==> config.mk <==
export PLATFORM = sky130hd
export DESIGN_NAME = spi_slave_duplex
export DESIGN_NICKNAME = d
export VERILOG_FILES = /design/src/rtl/spi_slave_duplex.sv
export SDC_FILE = /design/constraint.sdc
export NUM_CORES = 1
export LEC_CHECK = 0
export ABC_CLOCK_PERIOD_IN_PS = 3600
export CORE_MARGIN = 10
export CORE_UTILIZATION = 58
export DETAILED_ROUTE_END_ITERATION = 7
export PLACE_DENSITY = 0.85
export SLEW_MARGIN = 20
export SYNTH_ARGS = -nofsm -noshare
export SYNTH_HDL_FRONTEND = slang
export SYNTH_SLANG_ARGS = --single-unit
export TNS_END_PERCENT = 5
==> constraint.sdc <==
create_clock -name clk -period 3.6 [get_ports clk]
set_input_delay 0.36 -clock clk [delete_from_list [all_inputs] [get_ports clk]]
set_output_delay 0.36 -clock clk [all_outputs]
set_load 0.005 [all_outputs]
==> src/rtl/spi_slave_duplex.sv <==
// Full-duplex SPI slave with selectable CPOL/CPHA. The pins are oversampled in the clk domain.
// Back-to-back words per CS frame: rx_valid pulses per word, abort pulses per discarded partial word.
module spi_slave_duplex #(
  parameter int BITS        = 32,
  parameter int CPOL        = 0,
  parameter int CPHA        = 0,
  parameter int SYNC_STAGES = 2,
  parameter int TIMEOUT     = 0,
  parameter int INV_MOSI    = 0
) (
  input  logic            clk,
  input  logic            reset,
  input  logic            cs,
  input  logic            sck,
  input  logic            mosi,
  output logic            miso,
  output logic            miso_oe,
  input  logic [BITS-1:0] tx_data,
  output logic            tx_load,
  output logic [BITS-1:0] rx_data,
  output logic            rx_valid,
  output logic            abort,
  output logic            busy
);
  localparam int              CW          = $clog2(BITS);
  localparam int              TW          = (TIMEOUT > 0) ? $clog2(TIMEOUT + 1) : 1;
  localparam logic            SAMPLE_RISE = (CPOL == CPHA);
  localparam logic            IDLE_SCK    = (CPOL != 0);
  localparam logic            INV         = (INV_MOSI != 0);
  localparam logic            TMO_EN      = (TIMEOUT != 0);
  localparam logic [CW-1:0]   LAST_BIT    = CW'(BITS - 1);
  localparam logic [TW-1:0]   TMO_MAX     = TW'(TIMEOUT);

  typedef enum logic [1:0] {
    IDLE    = 2'd0,
    ACTIVE  = 2'd1,
    WAIT_CS = 2'd2
  } state_t;

  state_t                 state, state_n;
  logic [SYNC_STAGES-1:0] cs_sync, sck_sync, mosi_sync, flush;
  logic                   cs_d, sck_d, armed;
  logic                   cs_s, sck_s, mosi_s;
  logic                   cs_fall, cs_rise, sck_rise, sck_fall, any_edge;
  logic                   sample_edge, shift_edge, tmo_hit, mosi_bit;
  logic [CW-1:0]          bit_cnt;
  logic [TW-1:0]          tmo_cnt;
  logic                   pending;
  logic [BITS-1:0]        tx_sh, rx_sh;
  logic                   start, sample, shift, abort_n, word_done;

  assign cs_s     = cs_sync[SYNC_STAGES-1];
  assign sck_s    = sck_sync[SYNC_STAGES-1];
  assign mosi_s   = mosi_sync[SYNC_STAGES-1];
  assign mosi_bit = mosi_s ^ INV;

  // A frame may only start once cs has been seen high after reset, hence the arming flag.
  assign cs_fall     = armed & cs_d & ~cs_s;
  assign cs_rise     = ~cs_d & cs_s;
  assign sck_rise    = sck_s & ~sck_d;
  assign sck_fall    = ~sck_s & sck_d;
  assign any_edge    = sck_s ^ sck_d;
  assign sample_edge = SAMPLE_RISE ? sck_rise : sck_fall;
  assign shift_edge  = SAMPLE_RISE ? sck_fall : sck_rise;
  assign tmo_hit     = TMO_EN & ~any_edge & (tmo_cnt == TMO_MAX);
  assign word_done   = sample & (bit_cnt == LAST_BIT);

  assign busy    = (state != IDLE);
  assign miso_oe = (state == ACTIVE);
  assign miso    = miso_oe & tx_sh[BITS-1];

  // Pin synchronisers, delayed copies for edge detection, and post-reset arming
  always_ff @(posedge clk) begin
    if (reset) begin
      cs_sync   <= '1;
      sck_sync  <= {SYNC_STAGES{IDLE_SCK}};
      mosi_sync <= '0;
      flush     <= '0;
      cs_d      <= 1'b1;
      sck_d     <= IDLE_SCK;
      armed     <= 1'b0;
    end else begin
      cs_sync   <= {cs_sync[SYNC_STAGES-2:0], cs};
      sck_sync  <= {sck_sync[SYNC_STAGES-2:0], sck};
      mosi_sync <= {mosi_sync[SYNC_STAGES-2:0], mosi};
      flush     <= {flush[SYNC_STAGES-2:0], 1'b1};
      cs_d      <= cs_s;
      sck_d     <= sck_s;
      armed     <= armed | (flush[SYNC_STAGES-1] & cs_s);
    end
  end

  // State register
  always_ff @(posedge clk) begin
    if (reset) state <= IDLE;
    else       state <= state_n;
  end

  // Next state and per-cycle datapath strobes; cs release outranks timeout and SCK edges
  always_comb begin
    state_n = state;
    start   = 1'b0;
    sample  = 1'b0;
    shift   = 1'b0;
    abort_n = 1'b0;
    case (state)
      IDLE: begin
        if (cs_fall) begin
          state_n = ACTIVE;
          start   = 1'b1;
        end else begin
          state_n = IDLE;
        end
      end
      ACTIVE: begin
        if (cs_rise) begin
          state_n = IDLE;
          abort_n = (bit_cnt != '0);
        end else if (tmo_hit) begin
          state_n = WAIT_CS;
          abort_n = 1'b1;
        end else if (sample_edge) begin
          sample = 1'b1;
        end else if (shift_edge && pending) begin
          shift = 1'b1;
        end else begin
          state_n = ACTIVE;
        end
      end
      WAIT_CS: begin
        if (cs_rise) state_n = IDLE;
        else         state_n = WAIT_CS;
      end
      default: state_n = IDLE;
    endcase
  end

  // Shift registers, bit counter, timeout counter and the registered pulses
  always_ff @(posedge clk) begin
    if (reset) begin
      bit_cnt  <= '0;
      tmo_cnt  <= '0;
      pending  <= 1'b0;
      tx_sh    <= '0;
      rx_sh    <= '0;
      rx_data  <= '0;
      rx_valid <= 1'b0;
      tx_load  <= 1'b0;
      abort    <= 1'b0;
    end else begin
      rx_valid <= 1'b0;
      tx_load  <= 1'b0;
      abort    <= abort_n;
      if (start) begin
        bit_cnt <= '0;
        pending <= 1'b0;
        tx_sh   <= tx_data;
        tx_load <= 1'b1;
      end else if (abort_n) begin
        bit_cnt <= '0;
        pending <= 1'b0;
      end else if (sample) begin
        rx_sh <= {rx_sh[BITS-2:0], mosi_bit};
        if (word_done) begin
          // The final bit's shift is dropped: the next word is reloaded with its MSB on the line.
          bit_cnt  <= '0;
          pending  <= 1'b0;
          rx_data  <= {rx_sh[BITS-2:0], mosi_bit};
          rx_valid <= 1'b1;
          tx_sh    <= tx_data;
          tx_load  <= 1'b1;
        end else begin
          bit_cnt <= bit_cnt + CW'(1);
          pending <= 1'b1;
        end
      end else if (shift) begin
        tx_sh   <= {tx_sh[BITS-2:0], 1'b0};
        pending <= 1'b0;
      end else begin
        pending <= pending;
      end
      if (start || state != ACTIVE || any_edge) tmo_cnt <= '0;
      else if (tmo_cnt != TMO_MAX)               tmo_cnt <= tmo_cnt + TW'(1);
      else                                       tmo_cnt <= tmo_cnt;
    end
  end

endmodule
# Word level (Yosys, flattened, before mapping)
# Index checks and enable logic that the tools add are counted.
# Widths: inputs -> output; s select.
dict set report word_totals {
  input_bits 37
  ram_bits 0
  mem_count 0
  out_inout_bits 38
  romBits 0
  latchBits 0
  register_bits 117
  wordCells 83
}
dict set report op_classes {
  n_shift 0
  eq_ne 7
  muxes 31
  bitwise_logic 15
  n_div 0
  n_addsub 1
  mul 0
  reduce_logical 12
  order_cmp 0
}
# op n
set op_table {}
lappend op_table {{$mux 32} 5}
lappend op_table {{$mux 1} 20}
lappend op_table {{$and 1x1->1} 8}
lappend op_table {{$mux 2} 4}
lappend op_table {{$ne 3x3->1 const B} 2}
lappend op_table {{$not 1->1} 6}
lappend op_table {{$pmux 2 s3} 1}
lappend op_table {{$reduce_and 3->1} 2}
lappend op_table {{$add 5x1->5 const B} 1}
lappend op_table {{$eq 5x5->1 const B} 1}
lappend op_table {{$mux 5} 1}
lappend op_table {{$reduce_bool 5->1} 1}
lappend op_table {{$reduce_and 4->1} 1}
lappend op_table {{$reduce_bool 2->1} 2}
lappend op_table {{$ne 3x2->1 const B} 1}
lappend op_table {{$reduce_bool 3->1} 1}
lappend op_table {{$reduce_or 3->1} 1}
lappend op_table {{$eq 2x1->1 const B} 1}
lappend op_table {{$eq 2x2->1 const B} 1}
lappend op_table {{$logic_not 2->1} 1}
lappend op_table {{$ne 2x2->1 const B} 1}
lappend op_table {{$reduce_and 2->1} 1}
lappend op_table {{$reduce_or 2->1} 1}
lappend op_table {{$logic_and 1x1->1} 1}
lappend op_table {{$or 1x1->1} 1}

# Longest topological paths before layout
dict set report depth {
  ltp_word 11
  depth_mapped 9
  mapped_depth_nobuf 7
}

# Worst setup path after synthesis
# No wires, ideal clock.
dict set report synth_path {
  kind {register to register}
  from {reg bit_cnt[1]}
  to {reg tx_sh[18]}
  setup_ns 0.141
  t_required_ns 3.459
  arrival_ns 1.797
  path_stages_with_launch 10
  n_path_buf 2
  setup_slack_ns 1.662
  path_cell_list {dfxtp_1 > ha_1 > and3_1 > ha_1 > nand3b_1 > a211oi_4 > or2_1 > buf_6 > buf_12 > a311oi_2}
}
dict set report synth_via {
  elab_chain_cells 5
  word_cells_on_any_way 8
}
# item line
set synth_rtl {}
lappend synth_rtl {{start: declaration} 46} ;# logic [CW-1:0] bit_cnt;
lappend synth_rtl {{start signal: assignment} 173} ;# bit_cnt <= bit_cnt + CW'(1);
lappend synth_rtl {{$reduce_bool 5->1} 118} ;# abort_n = (bit_cnt != '0);
lappend synth_rtl {{$mux 1} 116} ;# if (cs_rise) begin
lappend synth_rtl {{$mux 1} 106} ;# case (state)
lappend synth_rtl {{$ne 2x2->1 (no line)} --}
lappend synth_rtl {{$reduce_and 3->1 (no line) (*)} --}
lappend synth_rtl {{end signal: assignment} 157} ;# tx_sh <= tx_data;
lappend synth_rtl {{end signal: assignment} 170} ;# tx_sh <= tx_data;
lappend synth_rtl {{end signal: assignment} 177} ;# tx_sh <= {tx_sh[BITS-2:0], 1'b0};
lappend synth_rtl {{end: declaration} 49} ;# logic [BITS-1:0] tx_sh, rx_sh;
# Every way passes the cells marked *; elsewhere a longest branch is shown, timed or not.
# A chain may end at the register's enable or synchronous reset.

# Worst setup path in the final report
dict set report layout_path {
  from {reg state[1]}
  to {out miso}
}
dict set report layout_via {
  elab_chain_cells 2
}
# item line
set layout_rtl {}
lappend layout_rtl {{start: declaration} 40} ;# state_t state, state_n;
lappend layout_rtl {{start signal: assignment} 96} ;# else state <= state_n;
lappend layout_rtl {{$eq 2x1->1} 69} ;# assign miso_oe = (state == ACTIVE);
lappend layout_rtl {{$and 1x1->1} 70} ;# assign miso = miso_oe & tx_sh[BITS-1];
lappend layout_rtl {{end: declaration} 16} ;# output logic miso,
# No other way between the ends.

==> qor.json <==
{
  "critical_path": {
    "critPathLaunchType": "flop",
    "worst-endpoint-required_ps": 3240,
    "worstSetupEndpointType": "output pin",
    "worstPathArrival_ps": 2210,
    "worstPathMaxFanout": 8,
    "crit_type": "flop to output pin"
  },
  "run": {
    "drv.max_cap_violation_count": 0
  },
  "pwr": {
    "power.static_leakage_uw": 0.00192,
    "total_power_uw": 3160,
    "power_per_cell_area_nw_per_um2": 515,
    "max-vdd-ir-drop_v": 0.000401
  },
  "sta": {
    "finClkSkew_ps": 7.52,
    "finalCritPeriodShare": 0.715,
    "slew-limit-headroom": 0.468,
    "fin_crit_ps": 2570,
    "worst-slew-pin-transition_ps": 798,
    "rsz0062_at_grt": "false",
    "finalSetupViolCount": 0,
    "maxSlewViolCount": 0,
    "max_freq_mhz": 389,
    "hold-worst-slack_ps": 404,
    "hold_violations": 0,
    "fin_tns_setup_ps": 0
  },
  "yosys": {
    "syn_area_per_cell_um2": 8.86,
    "synthFlopType": "dfxtp_1",
    "synth.yosys.warnings": 0,
    "synthDistinctLibCells": 49,
    "synth_seq_cells": 117,
    "yosysSeqAreaShare": 0.480,
    "number_of_enable_type_register_cells_in_the_synthesized_netlist": 0,
    "mappedNetlistNets": 591,
    "ys_async_sr_fraction": 0,
    "syn-cell-area_um2": 4880,
    "netlist_instances": 551
  },
  "clocking": {
    "tritoncts": "done",
    "worst_skew_pair.late_latency_ps": 520,
    "cts-root-to-sink-buffers": 2,
    "htree_num_levels": 4,
    "post_cts_resized": 0,
    "cts_made_buffers": 17,
    "clock_root_buffer": "clkbuf_8",
    "postCtsHoldBufs": 0,
    "cts_post_setup_buffers_inserted": 0,
    "path_clk_slew_ps": 60,
    "tritoncts_num_sinks": 117
  },
  "finish": {
    "most-common-layout-cells": "nand2_1 (193), dfxtp_1 (117), clkdlybuf4s50_1 (73)",
    "areaGrowthSynthToFinish_pct": 25.4,
    "layout_commonest_cell": "nand2_1",
    "layout-drive-gt1-share": 0.136,
    "antennaDiodeCount": 0,
    "final_net_count": 650
  },
  "route": {
    "detail_route.iter0.violations": 348,
    "detail_route.drc_violations": 0,
    "vias": 4059,
    "drt-total-wl_um": 11400,
    "viasPerCell": 5.58,
    "ant_nets": 0,
    "detail_route.wl_per_cell_um": 15.7,
    "drt-pass1-iter-count": 7
  },
  "place": {
    "buffers_added_on_ports": 74,
    "gpl_congestion": 0.787,
    "hpwl_um": 7010
  },
  "grt": {
    "first_global_vias": 4073,
    "antenna_found_initial": 0,
    "all_layer_global_routing_usage": 0.183,
    "grt_overflow": 0,
    "wire_length_of_the_first_global_routing_pass_um": 19400,
    "grt_start_max_net_pins": 72
  },
  "floorplanning": {
    "coreArea_um2": 8220,
    "boundaryPins": 75,
    "overall_die_area_um2": 12500,
    "placementRows": 33,
    "die-width_um": 112,
    "initial_core_util": 0.594,
    "die-height_um": 112
  },
  "status": {
    "result_of_the_run": "complete, no violations"
  },
  "min_path": {
    "class_of_the_tightest_hold_or_removal_check": "input pin to flop"
  }
}
sequential cells by signal (all words and copies together), names as in the netlist, 5 cells and up:
register and flops:
rx_data 32, tx_sh 32, rx_sh 31, bit_cnt 5
synth_stat cells (2+ instances only):
library cell	number	area [um2]
a21oi_1	70	350
a311oi_2	30	450
buf_12	3	60.1
buf_2	14	70.1
buf_4	6	45.0
buf_6	5	56.3
clkbuf_1	11	41.3
clkbuf_8	3	41.3
dfxtp_1	117	2340
ha_1	3	37.5
inv_1	6	22.5
nand2_1	193	724
nand2b_1	3	18.8
nand3_1	6	30.0
nand3b_1	2	15.0
nor2_1	4	15.0
nor2b_1	7	43.8
nor3_1	33	165
nor4b_1	2	17.5
o21ai_0	2	10.0
o31ai_1	2	15.0
or2_2	2	12.5
layer usage:
layer / share of wire / GRT usage
met1: 0.43 / 0.213
met2: 0.50 / 0.308
met3: 0.050 / 0.0521
met4: 0.017 / 0.0737
met5: 0 / 0
area by class of cell:
cell class	count	area, um2
fill	576	2090
clock inverter	13	171
timing repair buffer	83	818
tap	105	131
sequential	117	2340
clock buffer	19	442
multi-input combinational	384	2190
inverter	7	28.8
logic make-up after synthesis:
family          Yosys count  share of synthesized area
compound gates          112                      0.190
fa+ha+maj                 3                    0.00769
buf+inv                  50                     0.0720
flops                   117                      0.480
simple gates            269                      0.250
final timing paths:
kind,cells after the start,endpoint,slack (ps),startpoint
worst max-delay path,4,miso,1030,state[1]$_SDFFE_PP0P_
worst min-delay path,2,mosi_sync[0]$_SDFF_PP0_,400,mosi
worst max register to register,8,tx_sh[1]$_SDFFE_PP0P_,1100,bit_cnt[0]$_SDFFE_PP0P_
worst min register to register,1,cs_sync[1]$_SDFF_PP1_,410,cs_sync[0]$_SDFF_PP1_
where the power goes:
group	internal, uW	leakage [uW]	total (uW)	switching, uW
Clock	1100	0.000284	1720	624
Sequential	1310	0.000945	1320	8.82
Combinational	58.5	0.000693	116	57.8
metrics by stage:
stage	std cells	setup WS, ps	utilization	cell area, um2
floorplan	551	1660	-	4880
detailed placement	696	1130	0.670	5510
global route	728	900	0.745	6120
finish	728	1030	0.745	6120
global placement	696	1250	0.670	5510
CTS	728	997	0.745	6120
worst max-delay path, stage by stage (launching register included):
cell and delay, ps:
dfxtp_1 380, nand2b_1 530, inv_4 130, and2_1 210, clkdlybuf4s50_1 450
Power figures use the tool's default switching activity.
